<file path="src/rtl/err_comp_pkg.sv">
// Shared definitions for the error-compensation datapath: default widths and
// the window accumulator state encoding.
package err_comp_pkg;

   localparam int unsigned DEF_ERR_W  = 8;
   localparam int unsigned DEF_SUM_W  = 16;
   localparam int unsigned DEF_WINDOW = 64;
   localparam int unsigned DEF_CNT_W  = 7;

   typedef enum logic {
      ACCUM = 1'b0,
      HOLD  = 1'b1
   } acc_state_e;

endpackage

</file>
<file path="src/rtl/error_sum_accumulator_sat_adder.sv">
// Unsigned saturating add of a narrow term onto a wider accumulator.
// The result clamps at all-ones; the overflow flag reports the clamp.
module error_sum_accumulator_sat_adder #(
   parameter int unsigned A_W = 16,
   parameter int unsigned B_W = 8
) (
   input  logic [A_W-1:0] a,
   input  logic [B_W-1:0] b,
   output logic [A_W-1:0] sum_c,
   output logic           ovf_c
);

   logic [A_W:0] raw;

   always_comb begin
      raw   = {1'b0, a} + (A_W+1)'(b);
      ovf_c = raw[A_W];
      sum_c = ovf_c ? '1 : raw[A_W-1:0];
   end

endmodule

</file>
<file path="src/rtl/error_sum_accumulator.sv">
// Collects per-MAC error-compensation terms over one dot-product window and
// hands the saturated sum to a one-entry valid/ready output register.
module error_sum_accumulator
   import err_comp_pkg::*;
#(
   parameter int unsigned ERR_W  = DEF_ERR_W,
   parameter int unsigned SUM_W  = DEF_SUM_W,
   parameter int unsigned WINDOW = DEF_WINDOW,
   parameter int unsigned CNT_W  = DEF_CNT_W
) (
   input  logic             clk,
   input  logic             rst_n,
   input  logic             clr,
   input  logic             err_valid,
   output logic             err_ready,
   input  logic [ERR_W-1:0] err_term,
   input  logic             err_last,
   output logic [SUM_W-1:0] err_sum,
   output logic             err_sum_valid,
   input  logic             err_sum_ready,
   output logic             err_sum_sat,
   output logic [CNT_W-1:0] beat_cnt
);

   acc_state_e       state, state_d;
   logic [SUM_W-1:0] acc, acc_d;
   logic             sat, sat_d;
   logic [CNT_W-1:0] cnt_d;
   logic [SUM_W-1:0] sum_d;
   logic             sum_valid_d;
   logic             sum_sat_d;
   logic             ready_d;

   logic [SUM_W-1:0] add_sum_c;
   logic             add_ovf_c;
   logic             accepted_c;
   logic             closing_c;
   logic             out_free_c;

   error_sum_accumulator_sat_adder #(
      .A_W (SUM_W),
      .B_W (ERR_W)
   ) sat_adder_u (
      .a     (acc),
      .b     (err_term),
      .sum_c (add_sum_c),
      .ovf_c (add_ovf_c)
   );

   always_comb begin
      accepted_c = err_valid & err_ready;
      closing_c  = accepted_c & (err_last | (beat_cnt == CNT_W'(WINDOW - 1)));
      out_free_c = ~err_sum_valid | err_sum_ready;
   end

   // State register
   always_ff @(posedge clk or negedge rst_n) begin
      if (!rst_n) state <= ACCUM;
      else        state <= state_d;
   end

   // Next-state, accumulator, counter and output-register updates
   always_comb begin
      state_d     = state;
      acc_d       = acc;
      sat_d       = sat;
      cnt_d       = beat_cnt;
      sum_d       = err_sum;
      sum_sat_d   = err_sum_sat;
      sum_valid_d = err_sum_valid & ~err_sum_ready;

      if (clr) begin
         state_d = ACCUM;
         acc_d   = '0;
         sat_d   = 1'b0;
         cnt_d   = '0;
      end else begin
         unique case (state)
            ACCUM: begin
               if (closing_c && out_free_c) begin
                  sum_d       = add_sum_c;
                  sum_sat_d   = sat | add_ovf_c;
                  sum_valid_d = 1'b1;
                  acc_d       = '0;
                  sat_d       = 1'b0;
                  cnt_d       = '0;
               end else if (accepted_c) begin
                  acc_d = add_sum_c;
                  sat_d = sat | add_ovf_c;
                  cnt_d = beat_cnt + CNT_W'(1);
                  if (closing_c) state_d = HOLD;
               end
            end
            HOLD: begin
               // Closed window waits in acc until the output register drains
               if (err_sum_ready) begin
                  sum_d       = acc;
                  sum_sat_d   = sat;
                  sum_valid_d = 1'b1;
                  acc_d       = '0;
                  sat_d       = 1'b0;
                  cnt_d       = '0;
                  state_d     = ACCUM;
               end
            end
            default: state_d = ACCUM;
         endcase
      end

      ready_d = (state_d == ACCUM);
   end

   always_ff @(posedge clk or negedge rst_n) begin
      if (!rst_n) begin
         acc           <= '0;
         sat           <= 1'b0;
         beat_cnt      <= '0;
         err_sum       <= '0;
         err_sum_sat   <= 1'b0;
         err_sum_valid <= 1'b0;
         err_ready     <= 1'b0;
      end else begin
         acc           <= acc_d;
         sat           <= sat_d;
         beat_cnt      <= cnt_d;
         err_sum       <= sum_d;
         err_sum_sat   <= sum_sat_d;
         err_sum_valid <= sum_valid_d;
         err_ready     <= ready_d;
      end
   end

endmodule

</file>
<file path="config.mk">
export PLATFORM = sky130hd
export DESIGN_NAME = error_sum_accumulator
export DESIGN_NICKNAME = d
export VERILOG_FILES = /design/src/rtl/err_comp_pkg.sv /design/src/rtl/error_sum_accumulator_sat_adder.sv /design/src/rtl/error_sum_accumulator.sv
export SDC_FILE = /design/constraint.sdc
export NUM_CORES = 1
export LEC_CHECK = 0
export BUFFER_PORTS_ARGS = -buffer_cell sky130_fd_sc_hd__buf_2
export CAP_MARGIN = 30
export CORE_ASPECT_RATIO = 1.1
export CORE_MARGIN = 10
export CORE_UTILIZATION = 51
export DETAILED_ROUTE_END_ITERATION = 6
export GPL_TIMING_DRIVEN = 1
export PLACE_DENSITY_LB_ADDON = 0.12
export SETUP_SLACK_MARGIN = 0.15
export SLEW_MARGIN = 20
export SYNTH_ARGS = -nofsm -noshare
export SYNTH_HDL_FRONTEND = slang
export SYNTH_HIERARCHICAL = 1
export SYNTH_SLANG_ARGS = --single-unit
</file>
<file path="constraint.sdc">
create_clock -name clk -period 2.6 [get_ports clk]
set_input_delay 0.52 -clock clk [delete_from_list [all_inputs] [get_ports clk]]
set_output_delay 0.52 -clock clk [all_outputs]
set_load 0.02 [all_outputs]
</file>
==> results_dict.tcl, run 1 <==
set metrics [dict create \
    place_hpwl_mm 5.566 \
    grt_pass1_vias 2589 \
    final_area_mm2 0.003395 \
    clkTransAtPathRegs_ns 0.08 \
    crit_fanout 4 \
    vias 2534 \
    p_per_area_mw_per_mm2 676.7 \
    ant_nets 0 \
    h-tree-depth 2 \
    tightest_slew_ns 0.7612 \
    clockRootBuffer "clkbuf_8" \
    hp-class "in2async" \
    synth_seq_cells 44 \
    overflow 0 \
    track_usage 0.1743 \
    drt_first_iter_violations 150 \
    layout_min_cycle_time_ns 2.553 \
    areaGrowthSynthToFinish_pct 23.43 \
    async_flop_share 1.000 \
    ys_types 57 \
    slew_headroom 0.4891 \
    hold_viol_final 0 \
    final_layout_size_suffix_gt1_frac 0.3059 \
    diodes 0 \
    wire_per_inst_um 18.00 \
    clk_path_buf_depth 2 \
    finalCritPeriodShare 0.9819 \
    fin_nets 377 \
    die-area_mm2 0.008733 \
    insertion_delay_ns 0.30 \
    synth.largest_area_cell "dfrtp_1" \
    required_ns 2.79 \
    grt_pass1_wl_mm 12.78 \
    ys_top_cells_by_area "dfrtp_1 (40%), nand2_1 (6.8%), o32a_1 (5.5%), o21a_1 (4.6%), o21ai_0 (4.4%)" \
    stdcell_count 425 \
    gp_congestion 0.9096 \
    syn_nets 318 \
    setup_violations 0 \
    wl_mm 7.649 \
    io_pins 40 \
    final_max_slew_viol_count 0 \
    die_width_um 90.02 \
    cp.arrival_ns 2.74 \
    cts_buffers 5 \
    r2r_slack_ns 0.05 \
    critPathLaunchType "flop" \
    netlist_area_mm2 0.002750 \
    synthFlopType "dfrtp_1" \
    start_util 0.5391 \
    cts.sinks 44 \
    peakVddDrop_uv 359.6 \
    r2r-end "err_sum[11]" \
    final_common_cell "nand2_1" \
    setup-tns-final_ns 0 \
    synth-edff-count 0 \
    cts_hold_buf 0 \
    via_per_inst 5.962 \
    grt_antenna_before_repair 0 \
    final_cell_mix "nand2_1 (45), dfrtp_1 (44), buf_2 (39), o21ai_0 (24), buf_4 (23)" \
    clock.fmax_mhz 391.7 \
    rr_worst_depth 9 \
    synth.avg_cell_area_um2 9.354 \
    postPlaceCellArea_mm2 0.003189 \
    yosysSeqAreaShare 0.4004 \
    synth_top_area_share 0.4004 \
    core_area_mm2 0.005101 \
    rsz0062_at_grt "yes" \
    cap_violations 0 \
    outcome "complete, no violations" \
    placedCellCount 416 \
    drc 0 \
    leakagePower_nw 1.506 \
    grt_max_degree 20 \
    reg2reg_from "acc[0]" \
    yosysWarnings 6 \
    netlist_instances 294 \
    die_y_um 97.02 \
    fp-row-count 27 \
    cts_tree "done" \
    port_buffers 39 \
    skew_ns 0.008680 \
    first_pass_iters 4 \
    crit_type "reg2reg" \
    critPathCaptureType "flop" \
]
-- cell type report --
class | instances | area [um^2]
well taps | 72 | 90.09
clock inverters | 2 | 60.06
multi-input cells | 228 | 1629
repair buffers | 66 | 412.9
inverters | 8 | 32.53
clock buffers | 5 | 68.82
fillers | 430 | 1707
flip-flops and latches | 44 | 1101
-- cell usage after synthesis, types with 2 or more instances --
master and number:
nand4_1 3, buf_6 4, clkbuf_1 4, dfrtp_1 44
nand2b_1 5, nand3_1 9, xor2_1 3, o2bb2ai_1 3
buf_2 3, o211ai_1 4, o21ai_0 24, nor2b_1 4
clkbuf_2 2, mux2_2 3, ha_1 9, o21ai_1 6
nand3_2 2, nand2_1 50, o22ai_1 2, xnor2_1 2
o32a_1 15, and3_1 3, mux2i_1 2, and2_1 3
a31oi_1 3, and4_1 2, a21boi_0 3, a21oi_1 13
or3_1 2, nor3_1 7, nor2_1 5, a21o_2 2
inv_1 7, o221ai_1 2, o21a_1 17
-- registers in the layout, summed over array words and instances (netlist names) --
| register | cells |
|---|---|
| acc | 16 |
| err_sum | 16 |
| beat_cnt | 7 |
| err_ready | 1 |
| err_sum_sat | 1 |
| err_sum_valid | 1 |
| sat | 1 |
| state | 1 |
-- what timing repair did --
| action | 4_1_cts | 5_1_grt |
|---|---|---|
| endpoints found under the setup margin | 17 | 19 |
| setup buffers | 1 | 1 |
| resized for setup | 3 | 12 |
| cloned | 0 | 0 |
| pin swaps | 10 | 8 |
-- worst max-delay path: stages (launching register included) --
cell and delay [ns]:
dfrtp_1 0.41, ha_4 0.17, fa_2 0.34, a211o_1 0.31
a31oi_4 0.24, o22a_4 0.20, o21ai_2 0.05, mux2_4 0.27
o32a_1 0.34, o21a_1 0.10
-- metal layers --
layer,share of wire,vias to the layer above,GRT usage
li1,-,1210,-
met1,0.44,1234,0.2187
met2,0.49,74,0.2867
met3,0.053,16,0.03701
met4,0.021,0,0.06326
met5,0,-,0
-- worst max path at each step --
stage,end,slack (ns),from,cells after the start
3_5_place_dp,err_sum[11],-0.17,err_term[0],10
3_3_place_gp,err_sum[13],-0.15,err_term[0],10
2_1_floorplan,err_sum[13],-0.01,err_term[0],9
5_1_grt,err_sum[7],-0.04,acc[0],10
6_report,err_sum[11],0.05,acc[0],9
4_1_cts,err_sum[13],0.05,acc[0],9
-- power by group --
| part | switching (W) | internal (W) | total [W] |
|---|---|---|---|
| clock | 0.000232 | 0.000378 | 0.000610 |
| combinational | 0.000455 | 0.000358 | 0.000814 |
| sequential | 0.0000828 | 0.000790 | 0.000873 |
| total | 0.000770 | 0.00153 | 0.00230 |
-- kinds of logic (layout without fill, tap and decap cells) --
group,count (synthesis),in the layout,share of synthesized area
AOI/OAI and AO/OA,109,109,0.2921
and+or+nand+nor,98,98,0.1738
DFF,44,44,0.4004
buffers and inverters,22,81,0.04458
adders and majority gates,10,10,0.04823
muxes,6,6,0.02502
xor gates and xnor gates,5,5,0.01593
-- stage by stage --
step / util / power, W / hold WS, ns / setup WS [ns]
final: 0.6654 / 0.002297 / 0.1147 / 0.04706
after global routing: 0.6654 / 0.002434 / 0.1151 / -0.03679
after CTS: 0.6542 / 0.002302 / 0.1088 / 0.04591
after detailed placement: 0.6252 / 0.001682 / 0.4374 / -0.1703
after global placement: 0.6237 / 0.001665 / 0.4345 / -0.1521
after floorplan: - / 0.001403 / 0.2244 / -0.01332
No activity file was read; power rests on OpenSTA's default activity.
==> inputs of run 2 (changes only) <==
CORE_UTILIZATION = 33   (was 51)
GPL_TIMING_DRIVEN = unset   (was 1)
==> results_dict.tcl, run 2 (synthesis gave the netlist of run 1 again) <==
set metrics [dict create \
    diodes 0 \
    setup_violations 0 \
    grt_max_degree 45 \
    p_per_area_mw_per_mm2 620.5 \
    hold_viol_final 0 \
    via_per_inst 5.355 \
    multi_input_area_mm2 0.001645 \
    final_max_slew_viol_count 0 \
    overflow 0 \
    seq_area_mm2 0.001101 \
    layout_min_cycle_time_ns 2.533 \
    cts_hold_buf 0 \
    leakagePower_nw 1.523 \
    place_ws_ns -0.1985 \
    ant_nets 0 \
    skew_ns 0.006455 \
    final_common_cell "dfrtp_1" \
    cap_violations 0 \
    final_layout_size_suffix_gt1_frac 0.3148 \
    r2r-end "err_sum[13]" \
    wl_mm 7.942 \
    clkTransAtPathRegs_ns 0.09 \
    top_regs "acc (16), err_sum (16), beat_cnt (7)" \
    r2r_slack_ns 0.07 \
    n_fill_cell 852 \
    areaGrowthSynthToFinish_pct 26.11 \
    seqPwrFrac 0.403 \
    rsz0062_at_grt "yes" \
    final_cell_mix "dfrtp_1 (44), nand2_1 (43), buf_2 (39), buf_4 (27), o21ai_0 (23)" \
    fp-row-count 34 \
    rr_worst_depth 9 \
    slew_headroom 0.5754 \
    die_width_um 107.0 \
    finalWorstSetupSlack_ns 0.06687 \
    crit_fanout 4 \
    insertion_delay_ns 0.30 \
    grt_pass1_wl_mm 13.48 \
    startpoint "acc[0]" \
    clockRootBuffer "clkbuf_8" \
    crit_end "err_sum[13]" \
    cts.sinks 44 \
    gp_congestion 0.8145 \
    reg2reg_from "acc[0]" \
    clk_path_buf_depth 2 \
    core_area_mm2 0.007998 \
    peakVddDrop_uv 204.0 \
    drc 0 \
    hp-class "in2async" \
    switching_share 0.3616 \
    grt_antenna_before_repair 0 \
    critPathLaunchType "flop" \
    die-area_mm2 0.01239 \
    fin_nets 382 \
    critPathCaptureType "flop" \
    tightest_slew_ns 0.6354 \
    grt_pass1_vias 2578 \
    setup-tns-final_ns 0 \
    outcome "complete, no violations" \
    die_y_um 115.7 \
    track_usage 0.1338 \
    start_util 0.3439 \
    drt_first_iter_violations 114 \
    first_pass_iters 4 \
    cts_tree "done" \
    h-tree-depth 2 \
    pwr-share-clk 0.216 \
    port_buffers 39 \
    clock.fmax_mhz 394.8 \
    required_ns 2.80 \
    crit_type "reg2reg" \
    finalCritPeriodShare 0.9743 \
    p_switching_w 0.0007782 \
    p_int_w 0.001374 \
    wire_per_inst_um 17.01 \
    io_pins 40 \
    vias 2501 \
    place_hpwl_mm 5.753 \
    cp.arrival_ns 2.73 \
    comb_power_share 0.381 \
    cts_buffers 5 \
]
-- run 2: cell count changes in the layout (fill, tap and decap cells not counted), sizes merged --
cell / previous run / this run
buf: 66 / 71
bufinv: 2 / 0
clkbuf: 5 / 7
clkinvlp: 0 / 1
-- run 2: timing repair --
item / in CTS / in global routing
endpoints found under the setup margin: 15 / 19
pin swaps: 12 / 5
buffers inserted: 5 / 1
resized for setup: 5 / 12
-- run 2: metrics by stage --
stage	cell area, um^2	utilization	hold WS [ns]	total power, W	cells
global placement	3254	0.4069	0.4699	0.001676	453
detailed placement	3254	0.4069	0.4751	0.001683	453
finish	3468	0.4337	0.3016	0.002152	467
CTS	3406	0.4258	0.3317	0.002171	466
floorplan	2813	-	0.2244	0.001403	294
global route	3468	0.4337	0.3640	0.002308	467
-- run 2: cell type report --
class / count / share of cell area
Sequential cell: 44 / 0.3175
Clock buffer: 7 / 0.02489
Multi-Input combinational cell: 228 / 0.4744
Clock inverter: 1 / 0.002164
Timing Repair Buffer: 71 / 0.1335
Tap cell: 108 / 0.03896
Inverter: 8 / 0.008658
-- run 2: worst max-delay path, cell delays in order, from the launching register on --
cell and delay [ns]:
dfrtp_1 0.41, ha_4 0.17, fa_2 0.33, a211o_1 0.36, a31oi_4 0.19, o22a_4 0.20, o21ai_1 0.07, mux2_4 0.28
o32a_1 0.34, o21a_1 0.10
-- run 2: power groups by stage --
stage          Combinational (W)  Sequential [W]  Clock [W]
2_1_floorplan           0.000435        0.000968          0
3_3_place_gp            0.000792        0.000884          0
3_5_place_dp            0.000799        0.000885          0
4_1_cts                 0.000812        0.000870   0.000489
6_report                0.000821        0.000867   0.000464
5_1_grt                 0.000906        0.000886   0.000516
-- run 2: how the worst min path moves through the flow --
stage	startpoint	endpoint
3_5_place_dp	err_sum[5]	err_sum[5]
5_1_grt	rst_n	acc[13]
2_1_floorplan	rst_n	acc[0]
4_1_cts	rst_n	err_sum[3]
6_report	rst_n	acc[7]
3_3_place_gp	err_sum[5]	err_sum[5]
-- run 2: metal layers --
layer  vias up  global-route usage  routed length, um  share of wire
li1       1227                   -                  -              -
met1      1223              0.1679               3680           0.46
met2        44              0.2253               3901           0.49
met3         7             0.02776                275          0.035
met4         0             0.04065                 85          0.011
met5         -                   0                  0              0
==> inputs of run 3 (changes only) <==
PLACE_DENSITY_LB_ADDON = unset   (was 0.12)
clock period = 2.1 ns   (was 2.6 ns; I/O delays follow)
==> results_dict.tcl, run 3 (synthesis gave the netlist of run 1 again) <==
set metrics [dict create \
    outcome "finished, violations left" \
    violations "setup timing" \
    grt_pass1_vias 2585 \
    tightest_slew_ns 0.5907 \
    ant_nets 0 \
    grt_pass1_wl_mm 13.25 \
    critPathLaunchType "flop" \
    clockRootBuffer "clkbuf_8" \
    peakVddDrop_uv 441.5 \
    rr_worst_depth 9 \
    finalWorstSetupSlack_ns -0.3794 \
    place_hpwl_mm 5.876 \
    drt_first_iter_violations 64 \
    diodes 0 \
    cap_violations 0 \
    hold_viol_final 0 \
    critPathCaptureType "flop" \
    final_max_slew_viol_count 0 \
    cp_top_family "compound AO/OA/AOI/OAI gates" \
    cp.arrival_ns 2.68 \
    insertion_delay_ns 0.31 \
    crit_fanout 5 \
    die-area_mm2 0.01239 \
    gp_congestion 0.8756 \
    grt_antenna_before_repair 0 \
    cts_tree "done" \
    clkTransAtPathRegs_ns 0.09 \
    n_fill_cell 794 \
    required_ns 2.30 \
    first_pass_iters 4 \
    core_area_mm2 0.007998 \
    design_power_total_w 0.002813 \
    leakagePower_nw 1.645 \
    h-tree-depth 2 \
    track_usage 0.1312 \
    setup-tns-final_ns -7.118 \
    die_width_um 107.0 \
    overflow 0 \
    fin_nets 404 \
    crit_type "reg2reg" \
    hp-class "in2async" \
    rsz0062_at_grt "yes" \
    critPathBufInv 0 \
    die_y_um 115.7 \
    clock.fmax_mhz 403.3 \
    setup_violations 33 \
    vias 2588 \
    skew_ns 0.01202 \
    wire_per_inst_um 16.44 \
    clk_path_buf_depth 2 \
    top_regs "acc (16), err_sum (16), beat_cnt (7)" \
    path_depth 9 \
    final_common_cell "buf_4" \
    path_cells "ha_4 > fa_2 > a211o_1 > a31oi_4 > o22a_4 > o21ai_1 > mux2_4 > o32a_1 > o21a_1" \
    start_util 0.3439 \
    via_per_inst 5.292 \
    areaGrowthSynthToFinish_pct 34.49 \
    io_pins 40 \
    wl_mm 8.038 \
    cts_buffers 5 \
    fp-row-count 34 \
    critPathMaxStageDelay_ns 0.44 \
    layout_min_cycle_time_ns 2.479 \
    final_layout_size_suffix_gt1_frac 0.3780 \
    p_per_area_mw_per_mm2 760.7 \
    grt_max_degree 25 \
    port_buffers 39 \
    slew_headroom 0.6035 \
    cts.sinks 44 \
    worst_path_max_delay_cell "dfrtp_2" \
    holdWs_ns 0.1027 \
    finalCritPeriodShare 1.181 \
    drc 0 \
    fin_util 0.4625 \
    final_cell_mix "buf_4 (49), dfrtp_1 (43), nand2_1 (41), buf_2 (39), o21ai_1 (20)" \
]
[run 3: cell types whose count changed in the layout (fill, tap and decap cells not counted), sizes merged]
cell,previous run,this run
buf,71,93
[run 3: final cells by class]
cell class,count,area [um^2],area share
clock buffer,7,86.33,0.02334
clock inverter,1,7.507,0.002030
inverter,8,32.53,0.008796
multi-input combinational,228,1689,0.4567
sequential,44,1102,0.2980
tap,108,135.1,0.03654
timing repair buffer,93,645.6,0.1746
[run 3: where the power goes]
group | total (W) | internal (W) | switching [W]
Combinational | 0.00117 | 0.000549 | 0.000621
Clock | 0.000572 | 0.000268 | 0.000304
Sequential | 0.00107 | 0.000979 | 0.0000925
[run 3: repair_timing]
action | CTS | global route
setup endpoints to repair | 34 | 34
setup buffers | 3 | 6
hold buffers | 0 | 0
gates resized for setup | 11 | 10
cloned | 0 | 0
pin swaps | 17 | 7
[run 3: per-layer routing]
| metal | GRT usage | share of wire | routed length, um | vias to the layer above |
|---|---|---|---|---|
| li1 | - | - | - | 1269 |
| met1 | 0.1642 | 0.45 | 3587 | 1248 |
| met2 | 0.2209 | 0.49 | 3961 | 58 |
| met3 | 0.02943 | 0.046 | 370 | 13 |
| met4 | 0.03794 | 0.015 | 117 | 0 |
| met5 | 0 | 0 | 0 | - |
[run 3: path summary, 6_finish.rpt]
kind                       slack (ns)     startpoint          end
hold reg to reg                  0.49     err_sum[2]   err_sum[2]
max in group asynchronous        1.46          rst_n       acc[7]
setup reg to reg                -0.38         acc[0]  err_sum[11]
hold / removal                   0.10          rst_n  beat_cnt[3]
min in group clk                 0.36  err_sum_ready        state
setup / recovery                -0.38         acc[0]  err_sum[11]
[run 3: per-stage QoR]
stage,setup slack (ns),cells,cell area [um^2]
2_1_floorplan,-0.4148,294,2831
3_3_place_gp,-0.5928,472,3441
3_5_place_dp,-0.6146,472,3441
4_1_cts,-0.4199,483,3617
5_1_grt,-0.4452,489,3699
6_report,-0.3794,489,3699
